File: config.mk
export PLATFORM = sky130hd
export DESIGN_NAME = aes_round_sched
export DESIGN_NICKNAME = d
export VERILOG_FILES = /design/src/rtl/aes_round_sched.sv
export SDC_FILE = /design/constraint.sdc
export NUM_CORES = 1
export LEC_CHECK = 0
export CORE_ASPECT_RATIO = 0.6
export CORE_MARGIN = 3
export CORE_UTILIZATION = 40
export CTS_BUF_LIST = sky130_fd_sc_hd__clkbuf_16
export DETAILED_ROUTE_END_ITERATION = 8
export PLACE_DENSITY = 0.69
export SYNTH_ARGS = -nofsm -noshare
export SYNTH_HDL_FRONTEND = slang
export SYNTH_SLANG_ARGS = --single-unit
export TNS_END_PERCENT = 1
File: constraint.sdc
create_clock -name ap_clk -period 3.7 [get_ports ap_clk]
set_clock_uncertainty 0.05 [all_clocks]
set_input_delay 0.555 -clock ap_clk [delete_from_list [all_inputs] [get_ports ap_clk]]
set_output_delay 0.555 -clock ap_clk [all_outputs]
set_load 0.02 [all_outputs]
File: src/rtl/aes_round_sched.sv
// AES encrypt round sequencer: walks AddRoundKey / ByteSub_ShiftRow / MixColumn
// through nr rounds using HLS-style start/done handshakes, and presents one upward.
module aes_round_sched #(
  parameter int RW = 6
) (
  input  logic          ap_clk,
  input  logic          ap_rst,
  input  logic          ap_start,
  output logic          ap_done,
  output logic          ap_idle,
  output logic          ap_ready,
  input  logic [3:0]    nr,
  output logic          cfg_err,
  output logic          ark_start,
  input  logic          ark_done,
  output logic [RW-1:0] ark_n,
  output logic          sub_start,
  input  logic          sub_done,
  output logic          mix_start,
  input  logic          mix_done,
  output logic [3:0]    round
);

  typedef enum logic [4:0] {
    IDLE = 5'b00001,
    ARK  = 5'b00010,
    SUB  = 5'b00100,
    MIX  = 5'b01000,
    FIN  = 5'b10000
  } state_t;

  state_t     state;
  logic [3:0] nr_q;
  logic       nr_legal;

  assign nr_legal = (nr == 4'd10) || (nr == 4'd12) || (nr == 4'd14);

  // Each child's done is only looked at in its own phase; idle children report done=1.
  always_ff @(posedge ap_clk) begin
    if (ap_rst) begin
      state   <= IDLE;
      round   <= 4'd0;
      nr_q    <= 4'd0;
      cfg_err <= 1'b0;
    end else begin
      case (state)
        IDLE: begin
          if (ap_start) begin
            if (nr_legal) begin
              nr_q    <= nr;
              round   <= 4'd0;
              cfg_err <= 1'b0;
              state   <= ARK;
            end else begin
              cfg_err <= 1'b1;
            end
          end
        end
        ARK: begin
          if (ark_done) begin
            if (round == nr_q) begin
              state <= FIN;
            end else begin
              round <= round + 4'd1;
              state <= SUB;
            end
          end
        end
        SUB: begin
          if (sub_done) begin
            state <= (round == nr_q) ? ARK : MIX;
          end
        end
        MIX: begin
          if (mix_done) begin
            state <= ARK;
          end
        end
        FIN: begin
          state <= IDLE;
        end
        default: begin
          state <= IDLE;
        end
      endcase
    end
  end

  // The final round skips MixColumn, so SUB returns straight to ARK when round==nr_q.
  assign ark_start = (state == ARK);
  assign sub_start = (state == SUB);
  assign mix_start = (state == MIX);
  assign ark_n     = RW'(round);

  assign ap_done  = (state == FIN) || ((state == IDLE) && ap_start && !nr_legal);
  assign ap_ready = ap_done;
  assign ap_idle  = (state == IDLE) && !ap_start;

endmodule

# Yosys cells after proc, flatten, opt, wreduce, memory -nomap -nowiden
# Cells that the tools add are included.
[totals]
register_bits = 14
wordCells = 47
out_inout_bits = 17
[classes]
reduce_logical = 13
addsub = 1
n_mux = 14
n_eq_ne = 15
[op_table]
columns = ["operator", "count"]
rows = [
  ["2-to-1 mux 5 bit", 6],
  ["2-to-1 mux 4 bit", 5],
  ["one-hot mux 5 bit (4 select lines)", 1],
  ["equality test 4 bit (second input constant)", 3],
  ["AND reduction 5 bit", 2],
  ["one-hot mux 4 bit (2 select lines)", 1],
  ["!= test 2 x 1 -> 1 bit (second input constant)", 3],
  ["!= test 2 bit (second input constant)", 3],
  ["equality test 5 x 1 -> 1 bit (second input constant)", 1],
  ["equality test 5 x 2 -> 1 bit (second input constant)", 1],
  ["equality test 5 x 3 -> 1 bit (second input constant)", 1],
  ["equality test 5 x 4 -> 1 bit (second input constant)", 1],
  ["equality test 5 bit (second input constant)", 1],
  ["adder 4 x 1 -> 4 bit (second input constant)", 1],
  ["equality test 4 bit", 1],
  ["logical AND 1 bit", 3],
  ["logical OR 1 bit", 3],
  ["AND reduction 3 bit", 1],
  ["zero test 1 bit", 2],
  ["AND reduction 2 bit", 1],
  ["nonzero test 2 bit", 1],
  ["2-to-1 mux 1 bit", 1],
]

# Logic depth before layout (Yosys ltp)
# Gate-level depths: netlist of the first run.
[logic_depth]
word_depth = 6
depth_mapped = 5

# Worst setup path after synthesis of the first run
# No wires, ideal clock.
[synth_path]
kind = "input to output"
start = "input nr[1]"
end = "output ap_ready"
arrival_ps = 1828
path_stages = 5
setup_slack_ps = 1267
n_path_buf = 1
cell_sequence = "nor2_1 o311ai_0 mux2_2 nor3_1 buf_4"
[synth_between]
elab_chain_len = 6
elab_cells_between_ends = 8
[synth_lines]
columns = ["item", "line", "rtl"]
rows = [
  ["from (decl)", "12", "input logic [3:0] nr,"],
  ["equality test 4 bit", "36", "assign nr_legal = (nr == 4'd10) || (nr == 4'd12) || (nr == 4'd14);"],
  ["logical OR 1 bit", "36", ""],
  ["logical OR 1 bit *", "36", ""],
  ["zero test 1 bit *", "95", "assign ap_done = (state == FIN) || ((state == IDLE) && ap_start && !nr_legal);"],
  ["logical AND 1 bit *", "95", ""],
  ["logical OR 1 bit *", "95", ""],
  ["to (decl)", "11", "output logic ap_ready,"],
]
# Every way passes the cells marked *; elsewhere a longest branch is shown, timed or not.

# Worst setup path in the final report of the first run
[layout_path]
start = "input nr[1]"
end = "output ap_done"
[layout_between]
elab_chain_len = 6
elab_cells_between_ends = 8
[layout_lines]
columns = ["item", "line", "rtl"]
rows = [
  ["equality test 4 bit", "36", ""],
  ["logical OR 1 bit", "36", ""],
  ["logical OR 1 bit *", "36", ""],
  ["zero test 1 bit *", "95", ""],
  ["logical AND 1 bit *", "95", ""],
  ["logical OR 1 bit *", "95", ""],
  ["to (decl)", "9", "output logic ap_done,"],
]
# Marks and branches as above.

==> impl_metrics.tcl, run 1 <==
set metrics [dict create \
    async_flop_share_pct 0 \
    placedCellCount 150 \
    yosysUniqueCellTypes 45 \
    worst_ep_arrival_time_ns 2.42 \
    cts_hold_buf 0 \
    max-slew-margin-rel_pct 51.8 \
    drv_cap 0 \
    max_freq_mhz 331 \
    cts-root-buf "clkbuf_16" \
    final.period_utilization_pct 81.6 \
    postCtsSetupBuffers 0 \
    rsz0062_at_grt "no" \
    dr.pass1.iters 4 \
    cts_max_level 1 \
    grt_max_degree 11 \
    synth_edf_count 0 \
    tightest_slew_ns 0.717 \
    grt.total_usage_pct 18.2 \
    r2r-start "round[2]" \
    area_growth_pct 31.7 \
    power_density_nw_per_um2 485 \
    clk_pin_slew_worst_paths_ns 0.05 \
    ys_ff_latch 14 \
    finalSetupViolCount 0 \
    cts_tree "built" \
    hold_end "nr_q[0]" \
    wl_mm 2.33 \
    num_vias 863 \
    ys.flop_type "dfxtp_1" \
    initial_core_util_pct 45.8 \
    syn_inst 106 \
    hp-class "flip-flop to flip-flop" \
    holdWs_ns 0.437 \
    grt_pass1_wl_mm 3.93 \
    antenna_found_initial 0 \
    drt-vias-per-instance 5.60 \
    finalCriticalPeriod_ns 3.02 \
    startpoint_type "input port" \
    cts_buffers 3 \
    insertedDiodeCount 0 \
    p_sw_uw 189 \
    yosys_warnings 0 \
    io_pins 27 \
    final-max-slew-violation-count 0 \
    rr_worst_depth 4 \
    ir_drop_mv 0.262 \
    r2r_end "state[1]" \
    comb_power_share_pct 32.8 \
    fillers 193 \
    tns_ns 0 \
    wl_per_cell_um 15.1 \
    grt_overflow 0 \
    cts.sinks 14 \
    power.share.clock_pct 35.7 \
    seqPwrFrac_pct 31.6 \
    clock_path_buffers 2 \
    hold_start "nr_q[0]" \
    fp.dieH_um 43.0 \
    worstPathMaxFanout 3 \
    status "finished, final reports clean" \
    postRouteAntennaNets 0 \
    utilization_pct 60.3 \
    yosysSeqAreaShare_pct 30.6 \
    swShare_pct 32.4 \
    route.detailed.drc 0 \
    mappedNetlistArea_um2 915 \
    p_leak_nw 0.455 \
    portBuffers 24 \
    critPathRequiredTime_ns 3.09 \
    hold_viol_final 0 \
    ff2ff_setup_slack_ns 1.89 \
    cts_resized 0 \
    holdPathStages 1 \
    cp-end-kind "output port" \
    crit_type "input port to output port" \
    fp-row-count 12 \
    clkLatencyLatePin_ns 0.24 \
    dp_hpwl_mm 1.76 \
    gp_congestion 0.757 \
    die_w_um 67.7 \
    fin_nets 138 \
    die-area_um2 2920 \
    drive_gt1_share_pct 11.1 \
    internal_power_uw 395 \
    drt_iter0_markers 37 \
    instances_no_fill 154 \
    synth_area_per_cell_um2 8.63 \
    grt_pass1_vias 822 \
    core_area_um2 2000 \
]
[cells in the mapped netlist, types with 2 or more instances]
cell,number,area (µm²)
nor2_1,7,26.3
nand3_1,7,35.0
nor3_1,7,35.0
buf_4,7,52.6
inv_1,8,30.0
xor2_1,5,43.8
nand2_1,2,7.51
a21oi_1,4,20.0
dfxtp_1,14,280
o21ai_0,5,25.0
o211ai_1,5,37.5
or4b_1,2,20.0
[sequential cells by signal, indices dropped and copies added (netlist names)]
signal   flops
cfg_err      1
state        5
nr_q         4
round        4
[worst max path at each step]
stage               depth (start not counted)  slack, ns  start       end
global placement                            6       0.72  nr[1]  ap_ready
global route                                6       0.56  nr[1]   ap_done
CTS                                         6       0.68  nr[1]   ap_done
floorplan                                   5       1.27  nr[1]  ap_ready
finish                                      6       0.68  nr[1]   ap_done
detailed placement                          6       0.69  nr[1]   ap_done
[worst max-delay path: stages]
cell             delay (ns)
clkdlybuf4s50_1        0.42
nor2_1                 0.17
o311ai_0               0.13
mux2_2                 0.29
nor3_1                 0.19
clkdlybuf4s50_1        0.66
[layout by cell type, fill, tap and decap left out, types with 2 or more instances in the layout]
master	netlist	layout
clkbuf_16	0	3
conb_1	1	2
nor2_1	7	7
clkdlybuf4s50_1	0	24
o211ai_1	5	5
nand2_1	2	2
nand3_1	7	7
o21ai_0	5	5
or4b_1	2	2
xor2_1	5	5
inv_1	8	8
a21oi_1	4	4
dfxtp_1	14	14
nor3_1	7	7
[per-layer routing]
layer  vias to the layer above  GRT usage, %  part of all wire (%)
met5                         -             0                     0
met4                         0          4.84                  0.90
met3                         4          5.82                   6.8
met2                        30          27.1                    46
met1                       404          25.0                    46
li1                        425             -                     -
[power by group through the flow]
stage	combinational [mW]	clock (mW)	sequential [mW]
finish	0.191	0.208	0.184
global route	0.209	0.217	0.187
CTS	0.192	0.210	0.184
detailed placement	0.189	0	0.187
global placement	0.187	0	0.187
floorplan	0.146	0	0.180
[layout make-up]
class	instances	area [µm²]	area share, %
Clock inverter	1	3.75	0.312
Inverter	8	30.0	2.49
Timing Repair Buffer	24	240	19.9
Multi-Input combinational cell	76	541	44.9
Clock buffer	3	75.1	6.23
Tap cell	28	35.0	2.91
Sequential cell	14	280	23.3
[cell families after synthesis]
family                   synth area share [%]
AND/OR/NAND/NOR                          29.8
AO/OA/AOI/OAI                            19.0
buffers and inverters                    10.7
flip-flops                               30.6
XOR/XNOR                                 5.75
multiplexers                             2.33
adder cells (fa/ha/maj)                  1.37
other                                   0.410
[metrics by stage]
stage | instance area (µm²) | power [mW] | setup slack (ns)
after floorplan | 918 | 0.326 | 1.27
after global placement | 1130 | 0.374 | 0.723
after detailed placement | 1130 | 0.376 | 0.693
after CTS | 1200 | 0.587 | 0.684
after global routing | 1200 | 0.613 | 0.558
final | 1200 | 0.584 | 0.680
(Power assumes the default switching activity.)
==> run 2: changes to the inputs <==
- PLACE_DENSITY: 0.69 -> 0.72
- clock period: 3.7 -> 2.5 ns (I/O delays scaled with it)
==> impl_metrics.tcl, run 2 (synthesis results as in run 1) <==
set metrics [dict create \
    status "finished, final reports clean" \
    reg.largest.list "state: 5 flops, nr_q: 4 flops, round: 4 flops" \
    cts.sinks 14 \
    max_freq_mhz 418 \
    portBuffers 24 \
    timing.final.ws_setup_ns 0.107 \
    antenna_found_initial 0 \
    wl_per_cell_um 13.8 \
    gp_congestion 0.730 \
    io_pins 27 \
    grt_pass1_wl_mm 3.75 \
    place_area_um2 1180 \
    num_vias 858 \
    drv_cap 0 \
    power_density_nw_per_um2 689 \
    clock_path_buffers 2 \
    utilization_pct 63.0 \
    cts-root-buf "clkbuf_16" \
    final-max-slew-violation-count 0 \
    final.period_utilization_pct 95.7 \
    largest_reg_flops 5 \
    postRouteAntennaNets 0 \
    insertedDiodeCount 0 \
    finalSetupViolCount 0 \
    clk_pin_slew_worst_paths_ns 0.05 \
    regMostFlops "state" \
    fin_nets 145 \
    dp_hpwl_mm 1.73 \
    critPathRequiredTime_ns 2.08 \
    fp.dieH_um 43.0 \
    hp-class "flip-flop to flip-flop" \
    hold_viol_final 0 \
    finalCriticalPeriod_ns 2.39 \
    dr.pass1.iters 4 \
    crit_type "flip-flop to output port" \
    grt_pass1_vias 813 \
    cts_max_level 1 \
    wl_mm 2.22 \
    drt_iter0_markers 24 \
    met3_length_um 130 \
    worstPathMaxFanout 7 \
    postCtsSetupBuffers 0 \
    fillers 186 \
    drt-vias-per-instance 5.33 \
    wl_met1_mm 1.16 \
    tns_ns 0 \
    initial_core_util_pct 45.8 \
    core_area_um2 2000 \
    grt_overflow 0 \
    drive_gt1_share_pct 15.8 \
    finalPower_uw 866 \
    max-slew-margin-rel_pct 53.8 \
    rsz0062_at_grt "no" \
    p_leak_nw 0.514 \
    clkLatencyLatePin_ns 0.25 \
    die-area_um2 2920 \
    area_growth_pct 37.5 \
    cts_buffers 3 \
    die_w_um 67.7 \
    final_cell_area_um2 1260 \
    tightest_slew_ns 0.687 \
    cp-end-kind "output port" \
    place_ws_ns -0.129 \
    grt_max_degree 11 \
    route.detailed.drc 0 \
    top_layer "met3" \
    routed-wl-met2_um 932 \
    final_cell_mix "clkdlybuf4s50_1, dfxtp_1, inv_1" \
    startpoint_type "flip-flop" \
    grt.total_usage_pct 17.3 \
    worst_ep_arrival_time_ns 1.97 \
    cts_tree "built" \
    final_common_cell "clkdlybuf4s50_1" \
    ir_drop_mv 0.413 \
    fp-row-count 12 \
]
[run 2: cell types whose count changed in the layout (fill, tap and decap cells not counted), sizes merged]
cell           delta
buf               +7
dlymetal6s2s      +1
dlygate4sd2       +2
clkdlybuf4s50     -3
[run 2: worst paths after layout]
path / startpoint / endpoint / slack [ns] / cells after the start
setup / recovery: state[2] / mix_start / 0.11 / 3
hold / removal: nr_q[0] / nr_q[0] / 0.44 / 1
hold reg to reg: nr_q[0] / nr_q[0] / 0.44 / 1
setup reg to reg: round[2] / state[1] / 0.68 / 4
[run 2: per-stage QoR]
| step | hold slack, ns | cells |
|---|---|---|
| final | 0.436 | 161 |
| after global routing | 0.456 | 161 |
| after CTS | 0.440 | 161 |
| after detailed placement | 0.434 | 157 |
| after global placement | 0.426 | 157 |
| after floorplan | 0.410 | 107 |
[run 2: per-layer routing]
metal | up-vias | track usage (%)
met4 | 0 | 4.84
li1 | 434 | -
met5 | - | 0
met2 | 22 | 25.0
met1 | 402 | 24.0
met3 | 0 | 5.82
[run 2: layout make-up]
cell class	count	area (µm²)	share of cell area (%)
Clock inverter	1	3.75	0.299
Timing Repair Buffer	31	293	23.3
Inverter	8	30.0	2.39
Tap cell	28	35.0	2.79
Sequential cell	14	280	22.3
Clock buffer	3	75.1	5.97
Multi-Input combinational cell	76	541	43.0
[run 2: worst max-delay path, cell delays in order (launching register included)]
cell	delay, ns
dfxtp_1	0.37
or2_2	0.34
nor3_1	0.33
clkdlybuf4s50_1	0.68
[run 2: what timing repair did]
item                                   4_1_cts  5_1_grt
hold buffers                                 0        0
pin swaps                                    0        0
cloned                                       0        0
endpoints found under the hold margin        0        0
resized for setup                            2        1
setup endpoints to repair                    2        1
[run 2: where the power goes]
| part | switching (mW) | internal [mW] |
|---|---|---|
| Combinational | 0.160 | 0.141 |
| Clock | 0.0915 | 0.211 |
| Sequential | 0.0197 | 0.242 |
| Total | 0.271 | 0.594 |
==> run 3: changes to the inputs <==
- CORE_UTILIZATION: 40 -> 30
- PLACE_DENSITY: 0.72 -> default
==> impl_metrics.tcl, run 3 (synthesis results as in run 1) <==
set metrics [dict create \
    clk_pin_slew_worst_paths_ns 0.04 \
    clkLatencyLatePin_ns 0.24 \
    timing.final.ws_setup_ns 0.127 \
    fp-row-count 14 \
    core_area_um2 2700 \
    final.period_utilization_pct 94.9 \
    crit_type "flip-flop to output port" \
    cts_buffers 3 \
    max_stage_delay_ns 0.68 \
    cts_tree "built" \
    area_growth_pct 39.5 \
    cts_hold_buf 0 \
    wl_mm 2.28 \
    critPathRequiredTime_ns 2.08 \
    finalSetupViolCount 0 \
    place_area_um2 1200 \
    status "finished, final reports clean" \
    gp_congestion 0.823 \
    final-max-slew-violation-count 0 \
    cpMaxStageDelayCell "clkdlybuf4s50_1" \
    hold_viol_final 0 \
    worstPathMaxFanout 7 \
    wl_per_cell_um 13.2 \
    max_freq_mhz 421 \
    hold_start "nr_q[3]" \
    drt-vias-per-instance 4.83 \
    dr.pass1.iters 4 \
    fillers 259 \
    tightest_slew_ns 0.697 \
    cts-root-buf "clkbuf_16" \
    power_density_nw_per_um2 673 \
    r2r-start "round[2]" \
    finalCriticalPeriod_ns 2.37 \
    p_leak_nw 0.516 \
    max-slew-margin-rel_pct 53.1 \
    postRouteAntennaNets 0 \
    place_ws_ns -0.154 \
    die_w_um 77.3 \
    reg.largest.list "state: 5 flops, nr_q: 4 flops, round: 4 flops" \
    initial_core_util_pct 33.9 \
    largest_reg_flops 5 \
    grt_max_degree 11 \
    rsz0062_at_grt "no" \
    final_common_cell "clkdlybuf4s50_1" \
    final_cell_mix "clkdlybuf4s50_1, dfxtp_1, inv_1, buf_4" \
    cp_top_family "buffers and inverters" \
    hp-class "flip-flop to flip-flop" \
    dp_hpwl_mm 1.83 \
    regMostFlops "state" \
    grt_pass1_wl_mm 3.93 \
    clock_path_buffers 2 \
    num_vias 835 \
    crit_buf_inv 1 \
    final_cell_area_um2 1280 \
    grt.total_usage_pct 13.0 \
    fp.dieH_um 48.8 \
    grt_pass1_vias 827 \
    grt_overflow 0 \
    antenna_found_initial 0 \
    fin_nets 146 \
    drv_cap 0 \
    io_pins 27 \
    worst_ep_arrival_time_ns 1.95 \
    drive_gt1_share_pct 16.5 \
    startpoint_type "flip-flop" \
    cts_max_level 1 \
    holdWs_ns 0.432 \
    cts.sinks 14 \
    route.detailed.drc 0 \
    cp-startpoint "state[2]" \
    ir_drop_mv 0.246 \
    path_cells "or2_2 > nor3_1 > clkdlybuf4s50_1" \
    insertedDiodeCount 0 \
    die-area_um2 3770 \
    postCtsSetupBuffers 0 \
    drt_iter0_markers 29 \
    cp-end-kind "output port" \
    portBuffers 24 \
]
run 3: path summary, 6_finish.rpt:
path	to	slack, ns	cells past startpoint
worst max-delay path	mix_start	0.13	3
worst min-delay path	nr_q[3]	0.43	1
worst max register to register	state[1]	0.68	4
worst min register to register	nr_q[3]	0.43	1
run 3: repair_timing:
action                     4_1_cts  5_1_grt
pin swaps                        0        0
hold endpoints to repair         0        0
gates resized for setup          2        1
setup endpoints to repair        2        1
run 3: final cells by class:
| cell class | count | area [µm²] | share of cell area, % |
|---|---|---|---|
| Multi-Input combinational cell | 76 | 541 | 42.4 |
| Tap cell | 40 | 50.0 | 3.92 |
| Inverter | 8 | 30.0 | 2.35 |
| Clock buffer | 3 | 75.1 | 5.88 |
| Timing Repair Buffer | 32 | 300 | 23.5 |
| Sequential cell | 14 | 280 | 22.0 |
run 3: metal layers:
| layer | vias to the layer above | share of wire, % | global-route usage, % |
|---|---|---|---|
| li1 | 439 | - | - |
| met1 | 375 | 55 | 18.9 |
| met2 | 21 | 38 | 18.3 |
| met3 | 0 | 6.6 | 5.17 |
| met4 | 0 | 0 | 1.78 |
| met5 | - | 0 | 0 |
run 3: power breakdown:
group	leakage (nW)	switching, mW	internal (mW)	total (mW)
Clock	0.0370	0.0844	0.209	0.293
Sequential	0.114	0.0196	0.243	0.262
Combinational	0.366	0.163	0.141	0.304
Total	0.516	0.267	0.593	0.859
run 3: metrics by stage:
step / utilization, % / setup TNS, ns / power [mW] / instances
after detailed placement: 44.5 / -0.306 / 0.575 / 170
after floorplan: - / 0 / 0.483 / 107
after CTS: 47.2 / 0 / 0.869 / 173
final: 47.3 / 0 / 0.859 / 173
after global placement: 44.5 / -0.248 / 0.575 / 170
after global routing: 47.3 / 0 / 0.907 / 173
==> RTL change, RTL diff (config.mk and constraints of run 3) <==
Change the parameter `RW` from 6 to 12.
--- a/src/rtl/aes_round_sched.sv
+++ b/src/rtl/aes_round_sched.sv
@@ -3,3 +3,3 @@
 module aes_round_sched #(
-  parameter int RW = 6
+  parameter int RW = 12
 ) (
Interface: changed (resized ark_n); port bits go from 27 to 33. The function was not compared with the original's and may differ.
==> RTL change against run 3 <==
First-iteration DRC count grew 93%; synthesized area grew 4.9%; worst setup slack lost 29 ps; sequential cell count is the same; register-to-register slack gained 30 ps; total power grew 1.7%; synthesized cell count grew 5.7%; routed wire length grew 2.5%; utilization shrank 4.1 points; critical endpoint unchanged; count of clock-buffer cells in the layout is the same; cell area grew 0.49%.
==> RTL change: results (changes against run 3) <==
========================================================================================
Result of the run ......................................................... finished clean   unchanged
Post-layout nets ..........................................................          150   was 146
Clock-pin slew of the registers on the worst-case setup and hold paths ....        50 ps
1st-iter DRT viols ........................................................           56   was 29
Routed len/inst ...........................................................     12.97 um   was 13.16 um
Arr. time, crit path ......................................................      1980 ps   was 1950 ps
Switching power total .....................................................    0.2889 mW   was 0.2669 mW
Filler cell count in the final layout .....................................          306   was 259
Gp weighted congestion ....................................................       0.7868   was 0.8229
Setup CP Type .............................................................      reg2out   unchanged
Launch instance of the worst register-to-register path ....................     round[2]   unchanged
Vias in the first global route ............................................          764   was 827
Share of cells above drive strength 1 .....................................       15.94%   was 16.54%
Regs by FF count .......................................................... state: 5 flops, nr_q: 4 flops, round: 4 flops   unchanged
Async set-reset flop share out of synthesis ...............................           0%   unchanged
Post-placement cell area ..................................................    1211 um^2   was 1201 um^2
Estimated wirelength of the detail-placed design ..........................     1.807 mm   was 1.831 mm
Max H-tree Level ..........................................................            1   unchanged
Reg2reg end ...............................................................     state[1]   unchanged
Cell with the largest stage delay on the worst path ....................... clkdlybuf4s50_1   unchanged
Slew margin rel. ..........................................................       54.54%   was 53.12%
Port Buf Inserts ..........................................................           24   unchanged
Final cell utilization of the core ........................................       43.25%   was 47.31%
Hold path startpoint ......................................................      nr_q[3]   unchanged
Area leader, netlist ......................................................      dfxtp_1   unchanged
Category of cells accounting for the largest share of critical-path delay . buffers and inverters   unchanged
Maximum fanout encountered on the critical timing path ....................            7   unchanged
Ranking of synthesized cells by area ...................................... dfxtp_1 29%, buf_4 10%, xor2_1 4.6%, o211ai_1 3.9%, nand3_1 3.7%   was dfxtp_1 31%, buf_4 5.7%, xor2_1 4.8%, o211ai_1 4.1%, nand3_1 3.8%
Combinational share of power ..............................................        33.3%   was 35.4%
Post-route insts no fill ..................................................          180   was 173
Worst hold slack after final layout .......................................     440.4 ps   was 431.9 ps
Worst stage delay on the critical path ....................................       680 ps   about the same
Cell count after synthesis ................................................          112   was 106
Overall global routing resource usage .....................................       12.06%   was 13.03%
Sequential share of the synthesized area ..................................       29.20%   was 30.64%
First-pass GRT wire length ................................................     3.719 mm   was 3.926 mm
Static Leakage ............................................................    0.5238 nW   was 0.5164 nW
Number of distinct library cells after synthesis ..........................           45   unchanged
Clk network pwr share .....................................................        35.1%   was 34.1%
Post-DR vias/cell .........................................................        4.794   was 4.827
Count of inserted antenna diode cells .....................................            0   unchanged
Top cell types by occurrence after synthesis .............................. 14 x dfxtp_1, 13 x buf_4, 8 x inv_1   was 14 x dfxtp_1, 8 x inv_1
Largest vdd supply drop ...................................................  0.0002764 V   was 0.0002463 V
Number of warning messages in the yosys log ...............................            0   unchanged
Root buffer selected by CTS ...............................................    clkbuf_16   unchanged
Maximum number of pins on one net before global-route repair ..............           11   unchanged
Insertion delay to the later sink of the worst-skew pair ..................       240 ps   about the same
Detailed-router iteration count before antenna repair .....................            4   unchanged
CTS buffer count ..........................................................            3   unchanged
Reg-to-reg setup timing slack .............................................       710 ps   was 680 ps
========================================================================================
## RTL change: changes by cell type in the layout (fill, tap and decap cells not counted), sizes merged
cell,delta
dlygate4sd2,-2
buf,-2
clkbuf,+2
conb,+6
clkinv,+1
## RTL change: how the worst max path moves through the flow
stage | from | endpoint | slack, ps | depth (start not counted)
floorplan | nr[1] | ap_ready | 430 | 5
finish | state[1] | mix_start | 100 | 3
global route | state[1] | mix_start | 20 | 3
detailed placement | nr[2] | ap_done | -190 | 6
CTS | state[4] | sub_start | 50 | 3
global placement | nr[1] | ap_ready | -120 | 6
## RTL change: worst register-to-register path: stages (launching register included)
cell and delay, ps:
dfxtp_1 470, xor2_1 150, nor4_2 650, a21oi_1 170, o31ai_2 220
## RTL change: final cells by class
type,instances,area share (%)
Clock buffer,3,5.854
Clock inverter,1,0.2927
Inverter,8,2.341
Multi-Input combinational cell,82,43.90
Sequential cell,14,21.85
Tap cell,42,4.098
Timing Repair Buffer,30,21.66
## RTL change: logic make-up after synthesis
group	synth area share (%)
AO/OA/AOI/OAI	18.12
buffers and inverters	14.86
XOR/XNOR	5.476
AND/OR/NAND/NOR	28.43
other	0.3908
adder cells (fa/ha/maj)	1.304
flip-flops	29.20
multiplexers	2.216
## RTL change: per-layer routing
layer  wire length, um  global-route usage (%)  up-vias
met1              1212                   18.92      397
met3               149                   3.832        0
met5                 0                       0        -
met4                 0                  0.8571        0
met2               972                   16.34       28
li1                  -                       -      438
## RTL change: metrics by stage
stage	total power, mW	setup WS, ps
floorplan	0.4981	426.8
finish	0.8741	98.00
CTS	0.8753	54.07
global placement	0.5715	-118.4
global route	0.9187	24.90
detailed placement	0.5751	-188.0
## RTL change: what timing repair did
action,in CTS,in global routing
gates resized for setup,2,7
hold endpoints to repair,0,0
setup endpoints to repair,2,3
buffers inserted,0,0
